**config.mk**
```make
export PLATFORM = sky130hd
export DESIGN_NAME = fetch_unit
export DESIGN_NICKNAME = d
export VERILOG_FILES = /design/src/rtl/fetch_pkg.sv /design/src/rtl/fetch_unit.sv
export SDC_FILE = /design/constraint.sdc
export NUM_CORES = 1
export LEC_CHECK = 0
export CAP_MARGIN = 40
export CORE_MARGIN = 2
export CORE_UTILIZATION = 46
export CTS_CLUSTER_DIAMETER = 200
export DETAILED_ROUTE_END_ITERATION = 6
export GPL_ROUTABILITY_DRIVEN = 0
export PLACE_DENSITY_LB_ADDON = 0.08
export SLEW_MARGIN = 0
export SYNTH_ARGS = -nofsm -noshare
export SYNTH_HDL_FRONTEND = slang
export SYNTH_SLANG_ARGS = --single-unit
export TNS_END_PERCENT = 5
```
**constraint.sdc**
```tcl
create_clock -name clock -period 1.8 [get_ports clock]
set_input_delay 0.36 -clock clock [delete_from_list [all_inputs] [get_ports clock]]
set_output_delay 0.36 -clock clock [all_outputs]
set_load 0.01 [all_outputs]
```
**src/rtl/fetch_pkg.sv**
```systemverilog
// Shared types and constants for the instruction fetch stage.
package fetch_pkg;

    typedef enum logic [2:0] {
        OP_REQ,
        OP_CAP,
        ARG_CAP,
        HOLD,
        HALTED
    } fetch_state_t;

    localparam int         FETCH_INSTR_BYTES = 2;
    localparam logic [7:0] HALT_OP_DEFAULT   = 8'hFF;

endpackage

```
**src/rtl/fetch_unit.sv**
```systemverilog
// Two-byte instruction fetch (opcode at pc, operand at pc+1) with valid/ready issue and PC redirect.
// Optional halt-opcode support is built when FETCH_HALT_EN is defined.
module fetch_unit
    import fetch_pkg::*;
#(
    parameter int                ADDR_W   = 8,
    parameter int                DATA_W   = 8,
    parameter logic [ADDR_W-1:0] RESET_PC = '0
`ifdef FETCH_HALT_EN
    ,
    parameter logic [DATA_W-1:0] HALT_OP  = DATA_W'(HALT_OP_DEFAULT)
`endif
) (
    input  logic              clock,
    input  logic              reset,
    output logic [ADDR_W-1:0] ram_address,
    output logic              ram_wren,
    input  logic [DATA_W-1:0] ram_q,
    input  logic              redirect_valid,
    input  logic [ADDR_W-1:0] redirect_pc,
    output logic              instr_valid,
    input  logic              instr_ready,
    output logic [DATA_W-1:0] opcode,
    output logic [DATA_W-1:0] operand,
    output logic [ADDR_W-1:0] instr_pc
);

    localparam logic [ADDR_W-1:0] PC_STEP = ADDR_W'(FETCH_INSTR_BYTES);

    fetch_state_t      state_q, state_d;
    logic [ADDR_W-1:0] pc_q, pc_d;
    logic [ADDR_W-1:0] instr_pc_q, instr_pc_d;
    logic [DATA_W-1:0] opcode_q, opcode_d;
    logic [DATA_W-1:0] operand_q, operand_d;
    logic              instr_valid_q, instr_valid_d;

    always_comb begin
        // NOTE: every signal gets a default first so no path leaves it unassigned (no latch).
        state_d       = state_q;
        pc_d          = pc_q;
        instr_pc_d    = instr_pc_q;
        opcode_d      = opcode_q;
        operand_d     = operand_q;
        instr_valid_d = instr_valid_q;

        case (state_q)
            OP_REQ: state_d = OP_CAP;
            OP_CAP: begin
                opcode_d   = ram_q;
                instr_pc_d = pc_q;
                state_d    = ARG_CAP;
            end
            ARG_CAP: begin
                operand_d     = ram_q;
                instr_valid_d = 1'b1;
                state_d       = HOLD;
            end
            HOLD: begin
                if (instr_valid_q && instr_ready) begin
                    pc_d          = pc_q + PC_STEP;
                    instr_valid_d = 1'b0;
                    state_d       = OP_REQ;
`ifdef FETCH_HALT_EN
                    if (opcode_q == HALT_OP) state_d = HALTED;
`endif
                end
            end
`ifdef FETCH_HALT_EN
            HALTED: state_d = HALTED;
`endif
            default: state_d = OP_REQ;
        endcase

        // A redirect overrides the sequencer; a handshake in the same cycle still completes.
        if (redirect_valid) begin
            pc_d          = redirect_pc;
            state_d       = OP_REQ;
            instr_valid_d = 1'b0;
        end
    end

    // NOTE: sequential state uses non-blocking assignments so all flops update together.
    always_ff @(posedge clock or posedge reset) begin
        if (reset) begin
            state_q       <= OP_REQ;
            pc_q          <= RESET_PC;
            instr_pc_q    <= '0;
            opcode_q      <= '0;
            operand_q     <= '0;
            instr_valid_q <= 1'b0;
        end else begin
            state_q       <= state_d;
            pc_q          <= pc_d;
            instr_pc_q    <= instr_pc_d;
            opcode_q      <= opcode_d;
            operand_q     <= operand_d;
            instr_valid_q <= instr_valid_d;
        end
    end

    // Operand byte is addressed while the opcode is being captured.
    assign ram_address = (state_q == OP_CAP || state_q == ARG_CAP) ? pc_q + ADDR_W'(1) : pc_q;
    assign ram_wren    = 1'b0;
    assign instr_valid = instr_valid_q;
    assign opcode      = opcode_q;
    assign operand     = operand_q;
    assign instr_pc    = instr_pc_q;

endmodule
```
==> impl_metrics.tcl <==
set metrics [dict create \
    p_leak_nw 1.12 \
    powerDensity_nw_per_um2 1580 \
    totalWireLength_mm 3.83 \
    antenna_left 0 \
    via_per_inst 5.05 \
    finalCriticalPeriod_ps 1900 \
    async_flop_share 1.00 \
    place_ws_ps -277 \
    cts-buffers-inserted 5 \
    yosysSeqAreaShare 0.518 \
    ir_drop_mv 1.04 \
    start_util 0.469 \
    synth_fp_nets 169 \
    hpwl_mm 2.77 \
    synthCells 142 \
    power.share.clock 0.181 \
    grt_pass1_wl_mm 6.22 \
    startpoint "state_q[1]" \
    grtUsageTotal 0.196 \
    grt_max_degree 36 \
    r2r_start "state_q[0]" \
    clockBufferDepth 2 \
    fin_crit_sh 1.06 \
    cp.required_ps 1440 \
    dr.pass1.iters 4 \
    worst_slack_ps -104 \
    cp.buffers_inverters 3 \
    synthToLayoutAreaGrowth_pct 50.3 \
    setup_violations 6 \
    route.detailed.drc 0 \
    cts_tree "built" \
    p_int_w 0.00278 \
    hp-class "primary input to asynchronous set/reset pin" \
    yosysTopAreaCell "dfrtp_1" \
    nets 242 \
    htree_levels 2 \
    synth_cell_type_count 27 \
    max_freq_ghz 0.525 \
    tns_ps -371 \
    avgSynthCellArea_um2 11.9 \
    switching_share 0.307 \
    grt_pass1_vias 1309 \
    wl_per_cell_um 14.5 \
    r2r-end "operand[4]" \
    synth_top_area_frac 0.518 \
    p_comb_frac 0.496 \
    portBuffers 52 \
    synth-edff-count 0 \
    pwr-share-seq 0.324 \
    core_um2 3610 \
    path_clk_slew_ps 70 \
    end_kind "output pin" \
    antenna_found_initial 0 \
    dieArea_um2 4180 \
    die_h_um 64.6 \
    violations "setup timing" \
    antennaDiodeCount 0 \
    finalClockSkew_ps 2.99 \
    rsz0062_at_grt "true" \
    status "complete, but fails checks" \
    cp-start-kind "flip-flop" \
    path_common_cell "buf_6" \
    grt-ovfl-total 0 \
    critPathSlowestCell "dfrtp_1" \
    r2r_cells 6 \
    synthTopCellsByArea "dfrtp_1 52%, mux2_2 17%, ha_1 5.2%, xor2_1 3.1%, nand2_1 2.7%" \
    drive_above_1_share 0.370 \
    r2r_slack_ps 100 \
    root_buffer "clkbuf_8" \
    switchingPower_w 0.00123 \
    dp.cells 253 \
    yosys_warnings 0 \
    ys_seq_elements 35 \
    critPathKind "flip-flop to output pin" \
    ys.flop_type "dfrtp_1" \
    clk_latency_ps 280 \
    final_hold_viol_count 0 \
    cp.depth 5 \
    drtIter0Drc 94 \
    drv_slew 0 \
    endpoint "ram_address[1]" \
    num_vias 1334 \
    fin_cells 264 \
    slowest_delay_ps 370 \
    num_rows 22 \
    die_w_um 64.6 \
    syn_area_um2 1690 \
    io_pins 54 \
    crit_chain "inv_2 -> ha_4 -> buf_6 -> mux2_4 -> buf_6" \
    cp_top_family "flip-flops" \
    worstPathMaxFanout 4 \
    clkSinkCount 35 \
    arrival_ps 1540 \
    cap_violations 0 \
]
stage by stage:
stage                     cell area (µm²)  hold WS, ps  total power (W)  utilization
after floorplan                      1690          480          0.00218            -
after global placement               2380          490          0.00313        0.660
after detailed placement             2380          495          0.00319        0.660
after CTS                            2520          511          0.00401        0.698
final                                2540          505          0.00401        0.705
after global routing                 2540          524          0.00425        0.705
flip-flops by register name, summed over array words and instances (netlist names):
| signal | flops |
|---|---|
| instr_pc | 8 |
| opcode | 8 |
| operand | 8 |
| pc_q | 8 |
| state_q | 2 |
| instr_valid | 1 |
layout by cell type, fill, tap and decap left out, types with 2 or more instances in the layout:
| cell | count |
|---|---|
| a21oi_1 | 2 |
| buf_2 | 7 |
| buf_4 | 24 |
| or4_1 | 4 |
| clkbuf_8 | 6 |
| mux2_2 | 25 |
| inv_2 | 2 |
| nand3_1 | 7 |
| nand3_4 | 2 |
| dfrtp_1 | 34 |
| nand2_1 | 12 |
| buf_6 | 2 |
| o21ai_0 | 3 |
| xnor2_2 | 2 |
| xor2_1 | 6 |
| inv_1 | 2 |
| nor2_1 | 2 |
| nor2_2 | 3 |
| nand4_1 | 3 |
| clkdlybuf4s50_1 | 44 |
| ha_1 | 6 |
| o211ai_1 | 3 |
area by class of cell:
class	count	area (µm²)
tap	48	60.1
clock inverter	2	35.0
clock buffer	6	82.6
timing repair buffer	77	678
sequential	35	877
fill	274	1060
multi-input combinational	92	795
inverter	4	15.0
metal layers:
layer  track usage  wire length, µm  vias up
li1              -                -      633
met1         0.242             1600      664
met2         0.331             2020       37
met3        0.0642              215        0
met4        0.0505                0        0
met5             0                0        -
worst register-to-register path: cells and delay by family (launching register included):
family | cells | cell delay (ps)
multiplexers | 1 | 390
flip-flops | 1 | 390
buffers and inverters | 4 | 370
adder cells (fa/ha/maj) | 1 | 430
what timing repair did:
| item | in CTS | in global routing |
|---|---|---|
| gates resized for setup | 43 | 3 |
| pin swaps | 3 | 5 |
| hold buffers | 0 | 0 |
| setup endpoints to repair | 8 | 8 |
| buffers inserted | 2 | 1 |
cells in the mapped netlist, types with 2 or more instances:
| cell | instances |
|---|---|
| nand2_1 | 12 |
| mux2_2 | 26 |
| clkbuf_1 | 6 |
| buf_4 | 4 |
| or4_1 | 4 |
| nand4_1 | 3 |
| ha_1 | 7 |
| o211ai_1 | 3 |
| nor2_1 | 5 |
| o21ai_0 | 3 |
| dfrtp_1 | 35 |
| xnor2_1 | 3 |
| nand3_1 | 8 |
| xor2_1 | 6 |
| inv_1 | 4 |
| a21oi_1 | 2 |
worst min-delay path by stage:
stage              startpoint          end  slack (ps)
3_3_place_gp        opcode[0]    opcode[0]         490
6_report                reset  instr_pc[2]         510
5_1_grt             opcode[2]    opcode[2]         520
2_1_floorplan  redirect_pc[5]      pc_q[5]         480
4_1_cts           instr_pc[0]  instr_pc[0]         510
3_5_place_dp       operand[7]   operand[7]         490
power by group through the flow:
stage | combinational (W) | sequential [W] | clock [W]
3_5_place_dp | 0.00188 | 0.00131 | 0
4_1_cts | 0.00197 | 0.00130 | 0.000742
2_1_floorplan | 0.000755 | 0.00143 | 0
5_1_grt | 0.00213 | 0.00134 | 0.000786
3_3_place_gp | 0.00185 | 0.00128 | 0
6_report | 0.00199 | 0.00130 | 0.000725
cells by family after synthesis:
kind of cell | Yosys count | share of synthesized area
AOI/OAI and AO/OA | 12 | 0.0466
xor gates and xnor gates | 9 | 0.0466
adders and majority gates | 7 | 0.0518
buffers and inverters | 15 | 0.0429
DFF | 35 | 0.518
muxes | 27 | 0.179
other | 1 | 0.00222
and+or+nand+nor | 36 | 0.113
(Power assumes the default switching activity.)
